==> src/rtl/ifu_fetch_queue_if.sv <==
// Fetch-unit bus bundle: redirect, i-cache line request/response and decode issue handshake.
// master = fetch unit, slave = surrounding core/cache environment.
interface ifu_fetch_queue_if #(
    parameter int XLEN       = 64,
    parameter int ILEN       = 32,
    parameter int LINE_INSTR = 4
) ();
    logic                       flush_i;
    logic [XLEN-1:0]            flush_pc_i;
    logic                       read_req_o;
    logic [XLEN-1:0]            read_addr_o;
    logic                       read_ready_i;
    logic                       read_done_i;
    logic [LINE_INSTR*ILEN-1:0] line_i;
    logic [1:0]                 line_exc_i;
    logic                       issue_valid_o;
    logic                       issue_ready_i;
    logic [ILEN-1:0]            instruction_o;
    logic [XLEN-1:0]            curr_pc_o;
    logic                       except_o;
    logic [3:0]                 except_code_o;

    modport master (
        input  flush_i, flush_pc_i, read_ready_i, read_done_i, line_i, line_exc_i, issue_ready_i,
        output read_req_o, read_addr_o, issue_valid_o, instruction_o, curr_pc_o, except_o,
               except_code_o
    );

    modport slave (
        output flush_i, flush_pc_i, read_ready_i, read_done_i, line_i, line_exc_i, issue_ready_i,
        input  read_req_o, read_addr_o, issue_valid_o, instruction_o, curr_pc_o, except_o,
               except_code_o
    );
endinterface

==> src/rtl/ifu_fetch_queue.sv <==
// Sequential line fetcher feeding an instruction queue; drops stale responses after a
// redirect and halts after delivering a faulting fetch.
module ifu_fetch_queue #(
    parameter int              XLEN       = 64,
    parameter int              ILEN       = 32,
    parameter int              LINE_INSTR = 4,
    parameter int              IQ_DEPTH   = 4,
    parameter logic [XLEN-1:0] BOOT_PC    = '0
) (
    input  logic               clk_i,
    input  logic               rst_ni,
    ifu_fetch_queue_if.master  bus
);
    localparam int OFF_W    = $clog2(LINE_INSTR);
    localparam int LINE_LSB = OFF_W + 2;
    localparam int PTR_W    = $clog2(IQ_DEPTH);
    localparam int CNT_W    = PTR_W + 1;

    typedef enum logic [2:0] {IDLE, REQ, WAIT, DRAIN, HALT} state_e;

    typedef struct packed {
        logic [XLEN-1:0] pc;
        logic [ILEN-1:0] instr;
        logic [1:0]      exc;
    } iq_entry_t;

    state_e                     state_q;
    logic [XLEN-1:0]            fetch_pc_q;
    logic                       drop_q;
    logic [OFF_W-1:0]           slot_q;
    logic [LINE_INSTR*ILEN-1:0] line_q;
    logic [1:0]                 exc_q;
    logic                       read_req_q;
    logic [XLEN-1:0]            read_addr_q;

    iq_entry_t                  iq_q [IQ_DEPTH];
    logic [PTR_W-1:0]           rd_ptr_q, rd_ptr_d, wr_ptr_q, wr_ptr_d;
    logic [CNT_W-1:0]           cnt_q, cnt_d;

    logic                       pop, push, last_slot, outstanding;
    logic [XLEN-1:0]            flush_pc, next_pc;
    iq_entry_t                  push_entry, head;

    function automatic logic [XLEN-1:0] line_base(input logic [XLEN-1:0] pc);
        return {pc[XLEN-1:LINE_LSB], {LINE_LSB{1'b0}}};
    endfunction

    assign flush_pc  = bus.flush_pc_i & ~XLEN'(3);
    assign next_pc   = fetch_pc_q + XLEN'(4);
    assign last_slot = &slot_q;
    assign pop       = (cnt_q != '0) && bus.issue_ready_i;
    assign push      = (state_q == DRAIN) && ((cnt_q != CNT_W'(IQ_DEPTH)) || pop);

    // A response is still owed to us if we are waiting and it has not come back yet,
    // or if the cache takes the request in the very cycle we redirect.
    assign outstanding = ((state_q == WAIT) && !bus.read_done_i) ||
                         ((state_q == REQ) && bus.read_ready_i);

    always_comb begin
        push_entry       = '0;
        push_entry.pc    = fetch_pc_q;
        push_entry.exc   = exc_q;
        push_entry.instr = (exc_q != 2'd0) ? '0 : line_q[int'(slot_q)*ILEN +: ILEN];
    end

    always_ff @(posedge clk_i or negedge rst_ni) begin
        if (!rst_ni) begin
            state_q     <= IDLE;
            fetch_pc_q  <= BOOT_PC;
            drop_q      <= 1'b0;
            slot_q      <= '0;
            line_q      <= '0;
            exc_q       <= 2'd0;
            read_req_q  <= 1'b0;
            read_addr_q <= '0;
        end else if (bus.flush_i) begin
            state_q     <= REQ;
            fetch_pc_q  <= flush_pc;
            drop_q      <= (drop_q && !bus.read_done_i) || outstanding;
            read_req_q  <= 1'b1;
            read_addr_q <= line_base(flush_pc);
        end else begin
            // The stale response may land while we are already re-requesting.
            if (bus.read_done_i && drop_q) drop_q <= 1'b0;
            case (state_q)
                IDLE: begin
                    state_q     <= REQ;
                    read_req_q  <= 1'b1;
                    read_addr_q <= line_base(fetch_pc_q);
                end
                REQ: begin
                    if (bus.read_ready_i) begin
                        state_q     <= WAIT;
                        read_req_q  <= 1'b0;
                        read_addr_q <= '0;
                    end
                end
                WAIT: begin
                    if (bus.read_done_i) begin
                        if (drop_q) begin
                            state_q     <= REQ;
                            read_req_q  <= 1'b1;
                            read_addr_q <= line_base(fetch_pc_q);
                        end else begin
                            state_q <= DRAIN;
                            line_q  <= bus.line_i;
                            exc_q   <= bus.line_exc_i;
                            slot_q  <= fetch_pc_q[LINE_LSB-1:2];
                        end
                    end
                end
                DRAIN: begin
                    if (push) begin
                        fetch_pc_q <= next_pc;
                        slot_q     <= slot_q + OFF_W'(1);
                        if (exc_q != 2'd0) begin
                            state_q <= HALT;
                        end else if (last_slot) begin
                            state_q     <= REQ;
                            read_req_q  <= 1'b1;
                            read_addr_q <= line_base(next_pc);
                        end
                    end
                end
                HALT: ;
                default: state_q <= IDLE;
            endcase
        end
    end

    always_comb begin
        rd_ptr_d = rd_ptr_q;
        wr_ptr_d = wr_ptr_q;
        cnt_d    = cnt_q;
        if (bus.flush_i) begin
            rd_ptr_d = '0;
            wr_ptr_d = '0;
            cnt_d    = '0;
        end else begin
            if (pop)  rd_ptr_d = rd_ptr_q + PTR_W'(1);
            if (push) wr_ptr_d = wr_ptr_q + PTR_W'(1);
            cnt_d = cnt_q + CNT_W'(push) - CNT_W'(pop);
        end
    end

    always_ff @(posedge clk_i or negedge rst_ni) begin
        if (!rst_ni) begin
            rd_ptr_q <= '0;
            wr_ptr_q <= '0;
            cnt_q    <= '0;
            for (int i = 0; i < IQ_DEPTH; i++) iq_q[i] <= '0;
        end else begin
            rd_ptr_q <= rd_ptr_d;
            wr_ptr_q <= wr_ptr_d;
            cnt_q    <= cnt_d;
            if (push && !bus.flush_i) iq_q[wr_ptr_q] <= push_entry;
        end
    end

    assign head              = iq_q[rd_ptr_q];
    assign bus.read_req_o    = read_req_q;
    assign bus.read_addr_o   = read_addr_q;
    assign bus.issue_valid_o = (cnt_q != '0);
    assign bus.instruction_o = head.instr;
    assign bus.curr_pc_o     = head.pc;
    assign bus.except_o      = (head.exc != 2'd0);
    assign bus.except_code_o = (head.exc == 2'd0) ? 4'd0 : (head.exc == 2'd1) ? 4'd12 : 4'd1;
endmodule

==> src/flat_wrapper.sv <==
// flat-port wrapper written by rule: the top's interface ports become plain ports
module ifu_fetch_queue_flat 
#(
    parameter int              XLEN       = 64,
    parameter int              ILEN       = 32,
    parameter int              LINE_INSTR = 4,
    parameter int              IQ_DEPTH   = 4,
    parameter logic [XLEN-1:0] BOOT_PC    = '0
)
  (clk_i, rst_ni, bus_flush_i, bus_flush_pc_i, bus_read_ready_i, bus_read_done_i, bus_line_i, bus_line_exc_i, bus_issue_ready_i, bus_read_req_o, bus_read_addr_o, bus_issue_valid_o, bus_instruction_o, bus_curr_pc_o, bus_except_o, bus_except_code_o);
  ifu_fetch_queue_if #(.XLEN(XLEN), .ILEN(ILEN), .LINE_INSTR(LINE_INSTR)) bus_i ();
  input  logic clk_i;
  input  logic rst_ni;
  input wire logic [$bits(bus_i.flush_i)-1:0] bus_flush_i;
  input wire logic [$bits(bus_i.flush_pc_i)-1:0] bus_flush_pc_i;
  input wire logic [$bits(bus_i.read_ready_i)-1:0] bus_read_ready_i;
  input wire logic [$bits(bus_i.read_done_i)-1:0] bus_read_done_i;
  input wire logic [$bits(bus_i.line_i)-1:0] bus_line_i;
  input wire logic [$bits(bus_i.line_exc_i)-1:0] bus_line_exc_i;
  input wire logic [$bits(bus_i.issue_ready_i)-1:0] bus_issue_ready_i;
  output wire logic [$bits(bus_i.read_req_o)-1:0] bus_read_req_o;
  output wire logic [$bits(bus_i.read_addr_o)-1:0] bus_read_addr_o;
  output wire logic [$bits(bus_i.issue_valid_o)-1:0] bus_issue_valid_o;
  output wire logic [$bits(bus_i.instruction_o)-1:0] bus_instruction_o;
  output wire logic [$bits(bus_i.curr_pc_o)-1:0] bus_curr_pc_o;
  output wire logic [$bits(bus_i.except_o)-1:0] bus_except_o;
  output wire logic [$bits(bus_i.except_code_o)-1:0] bus_except_code_o;
  assign bus_i.flush_i = bus_flush_i;
  assign bus_i.flush_pc_i = bus_flush_pc_i;
  assign bus_i.read_ready_i = bus_read_ready_i;
  assign bus_i.read_done_i = bus_read_done_i;
  assign bus_i.line_i = bus_line_i;
  assign bus_i.line_exc_i = bus_line_exc_i;
  assign bus_i.issue_ready_i = bus_issue_ready_i;
  assign bus_read_req_o = bus_i.read_req_o;
  assign bus_read_addr_o = bus_i.read_addr_o;
  assign bus_issue_valid_o = bus_i.issue_valid_o;
  assign bus_instruction_o = bus_i.instruction_o;
  assign bus_curr_pc_o = bus_i.curr_pc_o;
  assign bus_except_o = bus_i.except_o;
  assign bus_except_code_o = bus_i.except_code_o;
  ifu_fetch_queue #(.XLEN(XLEN), .ILEN(ILEN), .LINE_INSTR(LINE_INSTR), .IQ_DEPTH(IQ_DEPTH), .BOOT_PC(BOOT_PC)) u_core (.clk_i(clk_i), .rst_ni(rst_ni), .bus(bus_i));
endmodule
==> config.mk <==
export PLATFORM = sky130hd
export DESIGN_NAME = ifu_fetch_queue_flat
export DESIGN_NICKNAME = d
export VERILOG_FILES = /design/src/rtl/ifu_fetch_queue_if.sv /design/src/rtl/ifu_fetch_queue.sv /design/src/flat_wrapper.sv
export SDC_FILE = /design/constraint.sdc
export NUM_CORES = 1
export LEC_CHECK = 0
export CAP_MARGIN = 0
export CORE_MARGIN = 1.5
export CORE_UTILIZATION = 40
export CTS_CLUSTER_SIZE = 8
export DETAILED_ROUTE_END_ITERATION = 10
export GPL_TIMING_DRIVEN = 0
export PLACE_DENSITY_LB_ADDON = 0.15
export SYNTH_ARGS = -nofsm -noshare
export SYNTH_HDL_FRONTEND = slang
export SYNTH_SLANG_ARGS = --single-unit
==> constraint.sdc <==
create_clock -name clk_i -period 4.7 [get_ports clk_i]
set_input_delay 1.175 -clock clk_i [delete_from_list [all_inputs] [get_ports clk_i]]
set_output_delay 1.175 -clock clk_i [all_outputs]
set_load 0.05 [all_outputs]
==> impl_metrics.csv <==
group,metric,value,unit
outcome,status,"complete, no violations",
synth,yosys.area.top_type_share,53.39,%
critical_path,reg2reg_depth,7,
clocking,postCtsSetupBuffers,0,
critical_path,reg2reg_to,"u_core.bus.read_addr_o[54]$_DFFE_PN0P_",
global_routing,antenna_found_initial,4,
synth,synth_flop_cell,"dfrtp_1",
flow_run,maxCapViolCount,0,
synth,yosysTopAreaCell,"dfrtp_1",
floorplanning,die_y,279.0,µm
sta,final-setup-viol-count,0,
clocking,root_buffer,"clkbuf_16",
route,drc,0,
critical_path,timing.rr.start,"u_core.exc_q[0]$_DFFE_PN0P_",
final_layout,layout.nets,3185,
place,gp_congestion,0.9672,
floorplanning,initial_core_util,40.25,%
synth,yosysMostFrequentCell,"dfrtp_1",
sta,layout_min_cycle_time,4.603,ns
final_layout,fin_area,0.03789,mm²
critical_path,cp_top_family,"buffers and inverters",
synth,syn_avg_cell_area,12.10,µm²
floorplanning,io_pins,367,
critical_path,startpoint,"u_core.rd_ptr_q[1]$_DFFE_PN0P_",
worst_hold_path,hp-class,"flop to flop",
sta,hold_viol,0,
clocking,cts_buffers,91,
final_layout,syn_to_final_growth,24.35,%
place,numPortBuffers,356,
sta,setup_ws,0.09743,ns
clocking,cts.htree.levels,3,
route,drtIter0Drc,1851,
critical_path,criticalPathCategory,"flop to output pin",
power,leakage,16.16,nW
critical_path,crit_buf_inv,4,
global_routing,grt_first_pass_wirelength,155300,µm
critical_path,worst-path-max-fanout,10,
power,max-vdd-ir-drop,0.0003272,V
synth,yosysWarnings,0,
floorplanning,core_area,0.07570,mm²
floorplanning,fp.dieW,279.0,µm
final_layout,fin_cells,3964,
sta,fin_skew,0.02735,ns
final_layout,drive_gt1_share,22.35,%
power,p_per_area,691.8,mW/mm²
route,totalWireLength,104800,µm
sta,worst_pin_slew,1.383,ns
global_routing,grt_max_degree,123,
synth,ys_ff_latch,650,
floorplanning,row_count,101,
route,dr.pass1.iters,6,
place,dpl-instance-area,0.03542,mm²
critical_path,reg2reg_slack,0.87,ns
clocking,cts_tree,"done",
synth,ys_top_cells_by_count,"dfrtp_1, mux2_2, nand2_1, o21ai_0, clkbuf_1",
critical_path,critPathLaunchType,"flop",
critical_path,critPathCaptureType,"output pin",
critical_path,crit_arrival,3.43,ns
sta,rsz0062_at_grt,"no",
clocking,clk_latency,0.65,ns
synth,synth-edff-count,0,
sta,hold_ws,0.4733,ns
synth,syn-instance-count,2517,
place,pre_cts_slack,-0.2806,ns
sta,timing.final.crit_share,97.93,%
synth,ys_types,74,
critical_path,crit_end,"bus_curr_pc_o[25]",
sta,fin_tns_setup,0,ns
route,vias_per_cell,5.786,
critical_path,cp.depth,5,
sta,fmax,0.2173,GHz
route,vias,22934,
clocking,cts.path.max_buffers,3,
global_routing,grt_pass1_vias,23837,
critical_path,cp_slowest_cell,"clkdlybuf4s50_1",
synth,netlist_area,0.03047,mm²
clocking,cts_sinks,650,
clocking,clkSlewWorstSetupHoldPaths,0.05,ns
synth,ys_async_sr_fraction,100.0,%
synth,synth.area.top_cells,"dfrtp_1, mux2_2, mux4_2",
synth,ys_seq_area_share,53.39,%
global_routing,grt.total_usage,26.98,%
route,ant_nets,0,
sta,slew_violations,0,
critical_path,path_cells,"clkbuf_1, clkbuf_2, buf_2, mux4_2, clkdlybuf4s50_1",
route,wl_per_cell,26.44,µm
sta,slew_headroom,7.003,%
floorplanning,die_area,0.07783,mm²
critical_path,crit_path_max_incr_delay,0.72,ns
place,dpl.hpwl,76090,µm
place,dp.cells,3862,
critical_path,required,3.52,ns
global_routing,overflow,0,
clocking,postCtsHoldBufs,0,
==> layer usage <==
metal	track usage (%)	vias up	wire length, µm
li1	-	10014	-
met1	34.57	11757	41910
met2	44.93	973	51300
met3	6.259	184	8337
met4	9.337	6	3207
met5	0	-	44
==> how the worst min path moves through the flow <==
stage | end | from | slack (ns) | depth (start not counted)
after floorplan | u_core.iq_q[100]$_DFFE_PN0P_ | u_core.iq_q[100]$_DFFE_PN0P_ | 0.44 | 2
after global placement | u_core.iq_q[15]$_DFFE_PN0P_ | u_core.iq_q[15]$_DFFE_PN0P_ | 0.46 | 2
after detailed placement | u_core.iq_q[123]$_DFFE_PN0P_ | u_core.iq_q[123]$_DFFE_PN0P_ | 0.47 | 2
after CTS | u_core.iq_q[130]$_DFFE_PN0P_ | u_core.iq_q[130]$_DFFE_PN0P_ | 0.48 | 2
after global routing | u_core.iq_q[130]$_DFFE_PN0P_ | u_core.iq_q[130]$_DFFE_PN0P_ | 0.50 | 2
final | u_core.iq_q[140]$_DFFE_PN0P_ | u_core.iq_q[140]$_DFFE_PN0P_ | 0.47 | 2
==> layout make-up <==
cell class	count	area, µm²
antenna	1	2.502
buffer	230	957.2
clock buffer	95	2313
clock inverter	7	122.6
fill	6660	37810
inverter	15	56.30
multi-input combinational	1627	13240
sequential	650	16270
tap	978	1224
timing repair buffer	361	3704
==> repair_timing <==
action                                  in CTS  in global routing
endpoints found under the setup margin      88                  8
resized for setup                           32                  4
endpoints found under the hold margin        0                  0
pin swaps                                    0                  0
==> cells in the final DEF, fill, tap and decap left out, types with 20 or more instances in the layout <==
cell type and instances:
a22oi_1 31, nand2_1 335, xor2_1 28, clkdlybuf4s50_1 353, mux2_2 373, xnor2_1 30
clkbuf_16 92, o21ai_0 267, a21oi_1 29, nand4_1 32, a221oi_1 28, nor3_1 26
clkbuf_1 174, nand3_1 34, buf_2 20, dfrtp_1 649, mux4_2 128, nor2_1 82
==> stage by stage <==
stage,power (mW),utilization [%]
after global placement,20.18,46.60
after detailed placement,20.45,46.79
after CTS,26.40,50.03
after global routing,27.49,50.05
final,26.21,50.05
after floorplan,16.16,-
==> flip-flops by register name (all words and copies together) (netlist names) <==
name / count
u_core.bus.read_addr_o: 60
u_core.bus.read_req_o: 1
u_core.cnt_q: 3
u_core.drop_q: 1
u_core.exc_q: 2
u_core.fetch_pc_q: 62
u_core.iq_q: 384
u_core.line_q: 128
u_core.rd_ptr_q: 2
u_core.slot_q: 2
u_core.state_q: 3
u_core.wr_ptr_q: 2
==> where the power goes <==
group          internal, mW  switching, mW
Sequential             7.61           1.20
Combinational          4.49           7.04
Clock                  3.45           2.42
==> cell families after synthesis <==
logic type,count (synthesis),share of synthesized area [%]
muxes,505,23.38
AOI/OAI and AO/OA,448,8.846
adders and majority gates,9,0.3943
DFF,650,53.39
other,1,0.01231
and+or+nand+nor,600,9.080
xor gates and xnor gates,58,1.667
buffers and inverters,246,3.232
==> worst reg2reg max path, stage by stage (launching register included) <==
cell	delay (ns)
dfrtp_1	0.49
nor2_1	0.77
a21o_1	0.26
o221a_2	0.26
clkbuf_1	0.75
clkbuf_1	0.83
o2111ai_1	0.25
nand3_1	0.15
Note: power is estimated with default switching activity, not from simulation.
==> RTL edit (config.mk and constraints unchanged) <==
`LINE_INSTR` is set to 4 in 3 places; all go to 8.
--- a/src/rtl/ifu_fetch_queue_if.sv
+++ b/src/rtl/ifu_fetch_queue_if.sv
@@ -5,3 +5,3 @@
     parameter int ILEN       = 32,
-    parameter int LINE_INSTR = 4
+    parameter int LINE_INSTR = 8
 ) ();
--- a/src/rtl/ifu_fetch_queue.sv
+++ b/src/rtl/ifu_fetch_queue.sv
@@ -5,3 +5,3 @@
     parameter int              ILEN       = 32,
-    parameter int              LINE_INSTR = 4,
+    parameter int              LINE_INSTR = 8,
     parameter int              IQ_DEPTH   = 4,
--- a/src/flat_wrapper.sv
+++ b/src/flat_wrapper.sv
@@ -5,3 +5,3 @@
     parameter int              ILEN       = 32,
-    parameter int              LINE_INSTR = 4,
+    parameter int              LINE_INSTR = 8,
     parameter int              IQ_DEPTH   = 4,
Interface: changed (resized bus_line_i); port bits go from 367 to 495. No check against the original RTL was run, so the function may have changed too.
==> RTL edit against the original RTL <==
  * The run now ends with setup timing left
  * Critical endpoint is now u_core.bus.read_addr_o[6]$_DFFE_PN0P_
  * Design area up 23%
  * Wire length up 26%
  * Power up 15%
  * Setup slack worse by 0.30 ns
  * First-iteration DRC count up 3.3%
  * Combinational power up 12%
  * Final cell count up 15%
  * Area after synthesis up 21%
  * Sequential cell count up 128
  * Sequential power up 16%
==> RTL edit: results (changes against the original RTL) <==
Global route
  – Vias in the first global route: 28360 (+19%)
  – Largest net degree at the start of global routing: 118 (-4.1%)

Power and ir drop
  – Int Pwr: 18300 uW (+18%)
  – Flop pwr share: 33.8% (+0.2 points)
  – NetSw: 11820 uW (+11%)
  – Max rail drop VDD: 0.3616 mV (+11%)
  – P_leak: 0.02024 uW (+25%)
  – PD cells: 648.8 nW/um^2 (-6.2%)

Placed design
  – DP Cell Count: 4446 (+15%)
  – Area post-placement: 43440 sq um (+23%)
  – IO Port Bufs: 484 (+36%)

STA
  – Worst Setup Slack, final: -0.2060 ns (-0.3035 ns)
  – Finish-stage setup viols: 2 (+2)
  – Setup Skew: 0.03629 ns (+0.008934 ns)

CTS
  – Cts bufs inserted: 108 (+19%)

Finish
  – Number of multi-input logic gates: 1729 (+6.3%)
  – Buffers, non-clock: 736 (+25%)
  – Fraction of area in registers: 41.93% (-1.0 points)
  – Clk cell area share: 6.297% (-0.13 points)

Routing
  – Routed wl met3: 10470 microns (+26%)
  – Iteration-0 DRC Markers: 1912 (+3.3%)
  – Drt total wl: 132100 microns (+26%)
  – WL per Instance: 28.90 microns (+9.3%)
  – Metal2 WL: 65270 microns (+27%)

Synthesis
  – Yosys cell types: 66 (-11%)
  – Yosys reg bits: 778 (+20%)
  – Top post-synthesis cells by area: dfrtp_1, mux2_2, mux4_2, clkbuf_1, nor2_1

Run status
  – Status: finished with violations
  – Failing checks: setup timing

Setup path
  – Critical Path Max Stage Delay: 0.85 ns (+0.13 ns)
  – CP Data Arrival Time: 5.52 ns (+2.09 ns)
==> RTL edit: worst paths after layout <==
kind	start	to	slack, ns	depth (start not counted)
setup / recovery	bus_issue_ready_i	u_core.bus.read_addr_o[6]$_DFFE_PN0P_	-0.21	8
hold / removal	rst_ni	u_core.iq_q[163]$_DFFE_PN0P_	0.34	1
setup reg to reg	u_core.slot_q[0]$_DFFE_PN0P_	u_core.bus.read_addr_o[6]$_DFFE_PN0P_	0.23	9
hold reg to reg	u_core.iq_q[166]$_DFFE_PN0P_	u_core.iq_q[166]$_DFFE_PN0P_	0.48	2
max in group asynchronous	rst_ni	u_core.line_q[171]$_DFFE_PN0P_	1.98	5
min in group clk_i	u_core.iq_q[166]$_DFFE_PN0P_	u_core.iq_q[166]$_DFFE_PN0P_	0.48	2
==> RTL edit: timing repair <==
action,4_1_cts,5_1_grt
gates resized for setup,37,4
cloned,0,0
endpoints found under the setup margin,366,31
setup buffers,0,0
